## config.mk

```make
export PLATFORM = sky130hd
export DESIGN_NAME = dbus_reg_responder
export DESIGN_NICKNAME = d
export VERILOG_FILES = /design/src/rtl/pcore_interface_defs.sv /design/src/rtl/dbus_byte_merge.sv /design/src/rtl/dbus_reg_responder.sv
export SDC_FILE = /design/constraint.sdc
export NUM_CORES = 1
export LEC_CHECK = 0
export BUFFER_PORTS_ARGS = -buffer_cell sky130_fd_sc_hd__buf_2
export CORE_MARGIN = 2
export CORE_UTILIZATION = 30
export DETAILED_ROUTE_END_ITERATION = 12
export HOLD_SLACK_MARGIN = 0.03
export PLACE_DENSITY = 0.55
export RECOVER_POWER = 50
export SLEW_MARGIN = 20
export SYNTH_ARGS = -nofsm -noshare
export SYNTH_HDL_FRONTEND = slang
export SYNTH_SLANG_ARGS = --single-unit
```

## constraint.sdc

```tcl
create_clock -name clk -period 13.94 [get_ports clk]
set_clock_uncertainty 0.15 [all_clocks]
set_input_delay 2.788 -clock clk [delete_from_list [all_inputs] [get_ports clk]]
set_output_delay 2.788 -clock clk [all_outputs]
set_load 0.05 [all_outputs]
```

## src/rtl/pcore_interface_defs.sv

```systemverilog
// Shared data-bus protocol types and responder constants.
// Used by the interconnect and every peripheral responder.
package pcore_interface_defs;

    typedef struct packed {
        logic [31:0] addr;
        logic [31:0] w_data;
        logic [3:0]  sel_byte;
        logic        req;
        logic        w_en;
    } type_dbus2peri_s;

    typedef struct packed {
        logic [31:0] r_data;
        logic        ack;
    } type_peri2dbus_s;

    localparam int DBUS_RESP_WS_MAX = 15;

    typedef enum logic [1:0] {
        IDLE,
        WAIT,
        RESP
    } type_dbus_resp_states_e;

    // Expand a 4-bit byte select into a 32-bit lane mask.
    function automatic logic [31:0] byte_mask(input logic [3:0] sel);
        logic [31:0] m;
        m = '0;
        for (int b = 0; b < 4; b++) begin
            m[8*b +: 8] = {8{sel[b]}};
        end
        return m;
    endfunction

endpackage

```

## src/rtl/dbus_byte_merge.sv

```systemverilog
// Byte-lane merge of bus data, hardware data and the old value.
// Bus lanes win; hardware fills the rest when enabled.
module dbus_byte_merge
    import pcore_interface_defs::*;
(
    input  logic [31:0] old_val,
    input  logic [31:0] bus_data,
    input  logic [3:0]  bus_sel,
    input  logic [31:0] hw_data,
    input  logic        hw_en,
    output logic [31:0] merged
);

    logic [31:0] base;
    logic [31:0] mask;

    assign base   = hw_en ? hw_data : old_val;
    assign mask   = byte_mask(bus_sel);
    assign merged = (bus_data & mask) | (base & ~mask);

endmodule

```

## src/rtl/dbus_reg_responder.sv

```systemverilog
// Peripheral-side data-bus responder with a 32-bit register bank.
// Captures a request, waits WAIT_STATES cycles, then writes or reads and acks.
module dbus_reg_responder
    import pcore_interface_defs::*;
#(
    parameter int                     NUM_REGS    = 8,
    parameter int                     WAIT_STATES = 1,
    parameter logic [NUM_REGS*32-1:0] RESET_VAL   = '0,
    localparam int IDX_W = (NUM_REGS > 1) ? $clog2(NUM_REGS) : 1
)
(
    input  logic                     clk,
    input  logic                     rst,
    input  type_dbus2peri_s          dbus2peri_i,
    input  logic                     sel_i,
    output type_peri2dbus_s          peri2dbus_o,
    output logic [NUM_REGS*32-1:0]   regs_o,
    input  logic                     hw_we_i,
    input  logic [IDX_W-1:0]         hw_idx_i,
    input  logic [31:0]              hw_data_i,
    output logic [NUM_REGS-1:0]      bus_wr_pulse_o
);

    // Last counter value spent in WAIT before moving to RESP.
    localparam logic [3:0] WS_LAST =
        (WAIT_STATES == 0) ? 4'd0 : 4'(WAIT_STATES - 1);

    type_dbus_resp_states_e state_q, state_d;

    logic [3:0]       cnt_q, cnt_d;
    logic [IDX_W-1:0] idx_q;
    logic             we_q;
    logic [31:0]      wdata_q;
    logic [3:0]       sel_q;
    logic [31:0]      rdata_q, rdata_d;

    logic [31:0] regs_q [NUM_REGS];
    logic [31:0] merged [NUM_REGS];

    logic [NUM_REGS-1:0] bus_hit;
    logic [NUM_REGS-1:0] hw_hit;

    logic [IDX_W-1:0] req_idx;
    logic [IDX_W-1:0] rd_idx;
    logic             rd_we;
    logic [31:0]      rd_val;
    logic             capture;
    logic             enter_resp;

    // Byte-offset and upper address bits carry no meaning here.
    logic unused_addr;
    assign unused_addr = ^{dbus2peri_i.addr[31:IDX_W+2],
                           dbus2peri_i.addr[1:0]};

    assign req_idx = dbus2peri_i.addr[IDX_W+1:2];
    assign capture = (state_q == IDLE) & sel_i & dbus2peri_i.req;

    // State, wait counter and captured request.
    always_ff @(posedge clk or posedge rst) begin
        if (rst) begin
            state_q <= IDLE;
            cnt_q   <= '0;
            idx_q   <= '0;
            we_q    <= 1'b0;
            wdata_q <= '0;
            sel_q   <= '0;
            rdata_q <= '0;
        end else begin
            state_q <= state_d;
            cnt_q   <= cnt_d;
            rdata_q <= rdata_d;
            if (capture) begin
                idx_q   <= req_idx;
                we_q    <= dbus2peri_i.w_en;
                wdata_q <= dbus2peri_i.w_data;
                sel_q   <= dbus2peri_i.sel_byte;
            end
        end
    end

    // Next-state and wait-counter logic.
    always_comb begin
        state_d    = state_q;
        cnt_d      = cnt_q;
        enter_resp = 1'b0;
        unique case (state_q)
            IDLE: begin
                if (capture) begin
                    cnt_d = '0;
                    if (WAIT_STATES == 0) begin
                        state_d    = RESP;
                        enter_resp = 1'b1;
                    end else begin
                        state_d = WAIT;
                    end
                end
            end
            WAIT: begin
                cnt_d = cnt_q + 4'd1;
                if (cnt_q == WS_LAST) begin
                    state_d    = RESP;
                    enter_resp = 1'b1;
                end
            end
            RESP: begin
                state_d = IDLE;
            end
            default: begin
                state_d = IDLE;
            end
        endcase
    end

    // Read mux; out-of-range indices fall through to zero.
    always_comb begin
        rd_idx = (state_q == IDLE) ? req_idx : idx_q;
        rd_we  = (state_q == IDLE) ? dbus2peri_i.w_en : we_q;
        rd_val = '0;
        for (int i = 0; i < NUM_REGS; i++) begin
            if (rd_idx == IDX_W'(i)) begin
                rd_val = regs_q[i];
            end
        end
        rdata_d = (enter_resp && !rd_we) ? rd_val : 32'd0;
    end

    for (genvar i = 0; i < NUM_REGS; i++) begin : g_reg
        assign bus_hit[i] = (state_q == RESP) & we_q
                          & (idx_q == IDX_W'(i));
        assign hw_hit[i]  = hw_we_i & (hw_idx_i == IDX_W'(i));

        dbus_byte_merge u_merge (
            .old_val  (regs_q[i]),
            .bus_data (wdata_q),
            .bus_sel  (sel_q & {4{bus_hit[i]}}),
            .hw_data  (hw_data_i),
            .hw_en    (hw_hit[i]),
            .merged   (merged[i])
        );

        assign regs_o[32*i +: 32] = regs_q[i];
    end

    // Register bank update from the merged bus/hardware values.
    always_ff @(posedge clk or posedge rst) begin
        if (rst) begin
            for (int i = 0; i < NUM_REGS; i++) begin
                regs_q[i] <= RESET_VAL[32*i +: 32];
            end
        end else begin
            for (int i = 0; i < NUM_REGS; i++) begin
                regs_q[i] <= merged[i];
            end
        end
    end

    assign bus_wr_pulse_o = bus_hit;
    assign peri2dbus_o    = '{r_data: rdata_q, ack: (state_q == RESP)};

endmodule

```

== After elaboration in Yosys (flattened, before gate mapping) ==
Cells that the tools add are included.
Cells by class
  eq/ne operators: 25
  bitwise operators: 59
  reductions and logical operators: 10
  multiplexer cells: 26
  $add $sub $neg: 1
Operators by type and width (count)
  $mux W32: 17
  $and A32 B32 Y32: 16
  $not A32 Y32: 8
  $or A32 B32 Y32: 8
  $eq A3 B3 Y1 const B: 12
  $and A4 B4 Y4: 8
  $and A1 B1 Y1: 19
  $eq A3 B2 Y1 const B: 6
  $eq A3 B1 Y1 const B: 3
  $logic_not A3 Y1: 3
  $pmux W4 S2: 1
  $add A4 B1 Y4 const B: 1
  $logic_not A4 Y1: 1
  $mux W2: 2
  $mux W4: 1
  $ne A2 B2 Y1 const B: 2
  $pmux W2 S2: 1
  $reduce_and A2 Y1: 2
  $mux W1: 3
  $mux W3: 1
  $eq A2 B1 Y1 const B: 1
  $eq A2 B2 Y1 const B: 1
  $logic_not A2 Y1: 1
  $reduce_bool A2 Y1: 1
  2 further kinds: 2
Word-level totals
  logic and storage cells: 136
  input port bits: 109
  output and inout bits: 297
  register bits after elaboration: 334

== Depth between registers and ports, before layout ==
Gate-level depths: netlist of the first run.
  word-level depth: 12
  mapped depth: 9
  mapped depth without buffers: 6

== Modules after synthesis ==
Synthesis of the first run repeated with hierarchy kept, for this count alone.
Second synthesis, totals
  cells, all modules: 1738
  area total of the unflattened synthesis: 17400.4 um2
By module, submodules not included
  dbus_reg_responder: area each 11865.1 um2, seq. area each 8358.0 um2, cells an instance 906, instances 1
  dbus_byte_merge: area each 691.9 um2, seq. area each 0.0 um2, cells an instance 104, instances 8

== Worst setup path before layout of the first run ==
No wires, ideal clock.
  path kind: register to output
  start point: reg state_q[0]
  end point: out bus_wr_pulse_o[1]
  slack: 9442 ps
  data arrival time: 1560 ps
  stages on the path, launching flop included: 4
  data required time: 11002 ps
  buffers on the path: 1
  cells stage by stage: dfrtp_1 > buf_6 > nand4bb_1 > nor2_1
Between the ends
  longest elaborated chain between the ends: 3
Ends and longest elaborated chain
  start, declared: line dbus_reg_responder.sv:28  | type_dbus_resp_states_e state_q, state_d;
  start signal, assigned: line dbus_reg_responder.sv:69  | state_q <= state_d;
  $eq A2 B2 Y1: line dbus_reg_responder.sv:128  | assign bus_hit[i] = (state_q == RESP) & we_q
  $and A1 B1 Y1: line dbus_reg_responder.sv:128
  $and A1 B1 Y1: line dbus_reg_responder.sv:129  | & (idx_q == IDX_W'(i));
  end, declared: line dbus_reg_responder.sv:21  | output logic [NUM_REGS-1:0] bus_wr_pulse_o
Every way passes these cells.

==> out/qor.yml, run 1 <==
power:
  cellLeakagePower_nw: 10.2
  ir_worst_vdd_v: 0.000164
  p_per_area_mw_per_mm2: 258
final_layout:
  final.fill_count: 5842
  layout.nets: 2293
  fin_area_mm2: 0.0207
  layout-drive-gt1-share_pct: 21.1
  antennaDiodeCount: 0
  area_growth_pct: 20.5
  multiInputGateArea_mm2: 0.00803
  seqCellArea_mm2: 0.00836
clock_tree:
  post_cts_buffers: 0
  ctsHoldBuffers: 0
  cts.repair.resized: 0
  h-tree-depth: 2
  clock-sinks: 334
  ctsLongestPathBuffers: 3
  worstSkewPairLatency_ns: 0.55
  root_buffer: "clkbuf_16"
  cts_tree: "built"
  clk_pin_slew_worst_paths_ns: 0.06
  cts_buffers: 41
synthesis:
  netlist_area_mm2: 0.0172
  synth_edf_count: 0
  syn_area_per_cell_um2: 8.94
  synth_cell_types: 49
  yosysWarningCount: 0
  ys_ff_latch: 334
  async_reset_ff_share_pct: 100
  syn_nets: 2032
  synth_flop_cell: "dfrtp_1"
  ys_seq_area_share_pct: 48.7
  syn_inst: 1921
worst_hold_path:
  hold_depth: 1
  hp-class: "reg2reg"
  min_from: "cnt_q[3]$_DFFE_PP0P_"
  hold_end: "cnt_q[3]$_DFFE_PP0P_"
critical_path:
  worstReg2RegEnd: "idx_q[2]$_DFFE_PP0P_"
  start_kind: "primary input"
  end_kind: "async pin"
  arrival_ns: 6.97
  worstPathRequired_ns: 14.33
  regToRegStartpoint: "state_q[0]$_DFFE_PP0P_"
  ff2ff_setup_slack_ns: 9.76
  worst-path-max-fanout: 111
  rr_worst_depth: 4
  path_class: "in2async"
place:
  gp_congestion: 0.851
  place_hpwl_um: 47000
  preCtsSetupSlack_ns: 8.43
  place_area_mm2: 0.0195
  port_buffers: 376
route:
  wire_per_inst_um: 24.4
  first_pass_iters: 5
  routed-via-count: 15532
  avgViaCountPerCell: 5.23
  drc: 0
  postRouteAntennaNets: 0
  drt-initial-drc-count: 1212
  routed_wl_um: 72300
global_routing:
  grt_pass1_vias: 14840
  grt_max_degree: 155
  grt_pass1_wl_um: 104000
  overflow: 0
  grt_use_total_pct: 23.7
  antenna_found_initial: 5
sta:
  rsz0062_at_grt: "no"
  setup_tns_ns: 0
  fmax_mhz: 152
  worstMarginPinSlew_ns: 5.07
  hold_violations: 0
  period_share_pct: 47.2
  min_period_ns: 6.59
  setup_viol_count_final: 0
  layout_setup_ws_ns: 7.35
  drv_slew: 397
  maxSlewHeadroom_pct: -238
die:
  dieArea_mm2: 0.0592
  num_io_pins: 406
  die_height_um: 243
  die_x_um: 243
  design.core.area_mm2: 0.0565
  core.rowCount: 87
  start_util_pct: 30.4
run_status:
  violations: "capacitance limit, slew limit"
  status: "finished with violations"
flow_run:
  cap_violations: 12
## layout make-up
| type | instances | area share (%) |
|---|---|---|
| clock buffers | 57 | 5.49 |
| multi-input cells | 1395 | 38.8 |
| well taps | 756 | 4.57 |
| inverters | 4 | 0.0786 |
| clock inverters | 15 | 0.677 |
| repair buffers | 406 | 9.99 |
| flip-flops and latches | 334 | 40.4 |
## cells by family after synthesis
kind of cell	synth area share (%)
compound gates	14.7
mux	15.8
fa+ha+maj	0.146
buf+inv	4.78
flops	48.7
xor+xnor	0.0510
simple gates	15.8
## worst max path at each step
stage                                      start                     to
after detailed placement         dbus2peri_i[40]  rdata_q[30]$_DFF_PP0_
after global placement           dbus2peri_i[41]  rdata_q[12]$_DFF_PP0_
final                                        rst              async pin
after CTS                 state_q[0]$_DFFE_PP0P_      bus_wr_pulse_o[1]
after global routing                         rst              async pin
after floorplan                              rst              async pin
## where the power goes
part           internal, mW  switching [mW]
clock                 0.606           0.438
combinational         0.626            1.93
sequential             1.31           0.429
total                  2.54            2.80
## routing by layer
layer	track usage, %	wire length (µm)	share of wire, %
met5	0	53	0.073
met4	7.06	2050	2.8
met3	5.25	6030	8.3
met2	36.7	32500	45
met1	33.0	31700	44
## metrics by stage
step	hold WS (ns)	instances	power [mW]	util, %
after CTS	0.343	2967	5.37	36.8
after global routing	0.393	2967	5.60	36.6
final	0.335	2967	5.34	36.6
after global placement	0.326	2895	4.27	34.5
after floorplan	0.308	1921	3.51	-
after detailed placement	0.334	2895	4.31	34.5
## synth_stat cells, types with 2 or more instances
cell	number	area (µm²)
nor2_1	334	1250
nand3_1	13	65.1
o21ai_0	24	120
nor2b_1	2	12.5
buf_4	4	30.0
o311a_1	11	110
o2111ai_1	3	26.3
a31oi_1	7	43.8
nor3_1	21	105
nand2_1	272	1020
clkbuf_1	88	330
a211oi_1	13	97.6
nand2b_1	5	31.3
ha_1	2	25.0
a21oi_1	314	1570
nand4_1	2	12.5
nand4b_1	4	35.0
inv_1	4	15.0
o22ai_1	37	231
nor3b_1	2	15.0
mux2i_1	269	2690
a32oi_1	2	17.5
o31a_1	17	149
buf_6	5	56.3
o21a_1	14	105
and3_1	4	25.0
dfrtp_1	334	8360
nor3_2	4	40.0
buf_2	38	190
buf_1	53	199
## layout by cell type, fill, tap and decap left out, types with 3 or more instances in the layout
cell and count:
a211oi_1 13, a21oi_1 313, a31oi_1 7, and3_1 4, buf_2 368, buf_4 18
clkbuf_1 30, clkbuf_16 41, clkbuf_8 5, clkinv_2 8, clkinvlp_4 3, dfrtp_1 334
inv_1 3, mux2i_1 269, nand2_1 271, nand2b_1 6, nand3_1 13, nand4b_1 4
nor2_1 334, nor3_1 21, nor3_2 3, o2111ai_1 3, o21a_1 12, o21ai_0 23
o22ai_1 37, o311a_1 11, o31a_1 17
## worst max-delay path: stages
cell        delay [ns]
buf_2             0.10
clkinvlp_2        2.75
buf_4             1.10
No activity file was read; power rests on OpenSTA's default activity.
==> run 2: changes to the inputs <==
Settings changed: ABC_AREA set to 1.
Clock period 13.94 ns to 6.2 ns, I/O delays scaled along.
==> run 2 against run 1 <==
Net effect:
- the flow still finishes with violations (capacitance limit, slew limit)
- largest power group unchanged
- final area down 1.0%
- die area down 2.0%
- area after synthesis down 2.0%
- critical path depth up 2
- first-iteration DRC count up 48%
- global-route usage up 1.6 points
- sequential power up 93%
- sequential share of layout area up 0.43 points
- critical path type is now reg2out
==> out/qor.yml, run 2 <==
clock_tree:
  cts.repair.resized: 0
  post_cts_buffers: 0
  h-tree-depth: 2
  clk_pin_slew_worst_paths_ns: 0.06
  cts_tree: "built"
  ctsLongestPathBuffers: 3
  root_buffer: "clkbuf_16"
  cts_buffers: 43
  ctsHoldBuffers: 0
  worstSkewPairLatency_ns: 0.57
  clock-sinks: 334
power:
  ir_worst_vdd_v: 0.000281
  p_per_area_mw_per_mm2: 536
  p_total_mw: 11.0
  cellLeakagePower_nw: 9.00
synthesis:
  synth_cell_types: 30
  ys_seq_area_share_pct: 49.7
  syn_area_per_cell_um2: 8.49
  ys_ff_latch: 334
  synth_most_common_cell: "nand3_1"
  yosysWarningCount: 0
  yosys.area.top_type: "dfrtp_1"
  async_reset_ff_share_pct: 100
  synth_area_leaders: "dfrtp_1 50%, nand3_1 14%, o211ai_1 8.6%"
  synth.top_cells.by_count: "484 x nand3_1, 334 x dfrtp_1, 228 x nand2_1, 192 x o211ai_1, 125 x clkbuf_1"
  synth_flop_cell: "dfrtp_1"
  synth_top_area_share_pct: 49.7
  syn_nets: 2094
  syn_inst: 1983
  synth_edf_count: 0
  netlist_area_mm2: 0.0168
sta:
  period_share_pct: 61.4
  maxSlewHeadroom_pct: -5.57
  setup_viol_count_final: 0
  worstMarginPinSlew_ns: 1.58
  hold_violations: 0
  fmax_mhz: 263
  layout_setup_ws_ns: 2.39
  min_period_ns: 3.81
  drv_slew: 27
  whs_ns: 0.347
  rsz0062_at_grt: "no"
  setup_tns_ns: 0
die:
  die_x_um: 241
  die_height_um: 241
  num_io_pins: 406
  core.rowCount: 86
  dieArea_mm2: 0.0580
  design.core.area_mm2: 0.0553
  start_util_pct: 30.4
global_routing:
  met1_usage_pct: 33.4
  grt_max_degree: 163
  grt_use_total_pct: 25.3
  grt_use_met3_pct: 4.96
  busiest_layer: "met2"
  grt_pass1_wl_um: 109000
  overflow: 0
  grt_pass1_vias: 16564
  antenna_found_initial: 1
  grt.met2_usage_pct: 41.6
place:
  preCtsSetupSlack_ns: 1.80
  place_area_mm2: 0.0192
  port_buffers: 376
  gp_congestion: 0.878
  place_hpwl_um: 51600
  dp.cells: 2945
route:
  postRouteAntennaNets: 0
  wire_per_inst_um: 24.8
  routed-via-count: 17234
  drc: 0
  drt-initial-drc-count: 1790
  avgViaCountPerCell: 5.70
  routed_wl_um: 74900
  first_pass_iters: 5
final_layout:
  area_growth_pct: 21.7
  final_util_pct: 37.0
  final_common_cell: "nand3_1"
  layout-drive-gt1-share_pct: 17.4
  antennaDiodeCount: 0
  layoutNonFillerInstCount: 3021
  fin_area_mm2: 0.0205
  layout.nets: 2353
  final_cell_mix: "484 x nand3_1, 334 x dfrtp_1, 261 x buf_2, 228 x nand2_1, 192 x o211ai_1"
critical_path:
  path_class: "reg2out"
  worst-path-max-fanout: 5
  end_kind: "output pin"
  arrival_ns: 2.42
  worstPathRequired_ns: 4.81
  rr_worst_depth: 9
  start_kind: "flop"
worst_hold_path:
  hold_depth: 1
  hp-class: "reg2reg"
flow_run:
  cap_violations: 1
run_status:
  violations: "capacitance limit, slew limit"
  status: "finished with violations"
==> run 2: layout make-up <==
class | instances | area [µm²]
clock inverters | 16 | 174
multi-input cells | 1307 | 7180
repair buffers | 409 | 2010
inverters | 147 | 556
clock buffers | 60 | 1270
well taps | 748 | 936
flip-flops and latches | 334 | 8360
fillers | 5827 | 34800
==> run 2: path summary, 6_finish.rpt <==
kind | slack (ns) | startpoint | end
setup / recovery | 2.39 | state_q[0]$_DFFE_PP0P_ | bus_wr_pulse_o[5]
hold / removal | 0.35 | cnt_q[3]$_DFFE_PP0P_ | cnt_q[3]$_DFFE_PP0P_
max in group asynchronous | 3.21 | rst | async pin
min in group asynchronous | 0.74 | rst | async pin
setup reg to reg | 2.57 | state_q[1]$_DFFE_PP0P_ | rdata_q[23]$_DFF_PP0_
hold reg to reg | 0.35 | cnt_q[3]$_DFFE_PP0P_ | cnt_q[3]$_DFFE_PP0P_
==> run 2: report_power, final <==
group	internal (mW)	switching [mW]	total, mW	leakage (nW)
clock	1.55	1.02	2.57	0.724
sequential	2.79	0.564	3.36	4.14
combinational	1.05	4.00	5.05	4.13
total	5.40	5.58	11.0	9.00
==> run 2: logic make-up after synthesis <==
group,share of synthesized area [%]
AND/OR/NAND/NOR,26.0
adder cells (fa/ha/maj),0.149
flip-flops,49.7
AO/OA/AOI/OAI,16.1
buffers and inverters,8.06
XOR/XNOR,0.0521
==> run 2: metal layers <==
metal | wire length, µm | vias up
li1 | - | 7656
met1 | 30400 | 8609
met2 | 35600 | 826
met3 | 6450 | 143
met4 | 2480 | 0
met5 | 0 | -
==> run 2: critical path: stages (launching register included) <==
cell     delay, ns
dfrtp_1       0.43
inv_1         0.11
and3_1        0.17
nand2_1       0.14
nor2_2        0.61
buf_2         0.39
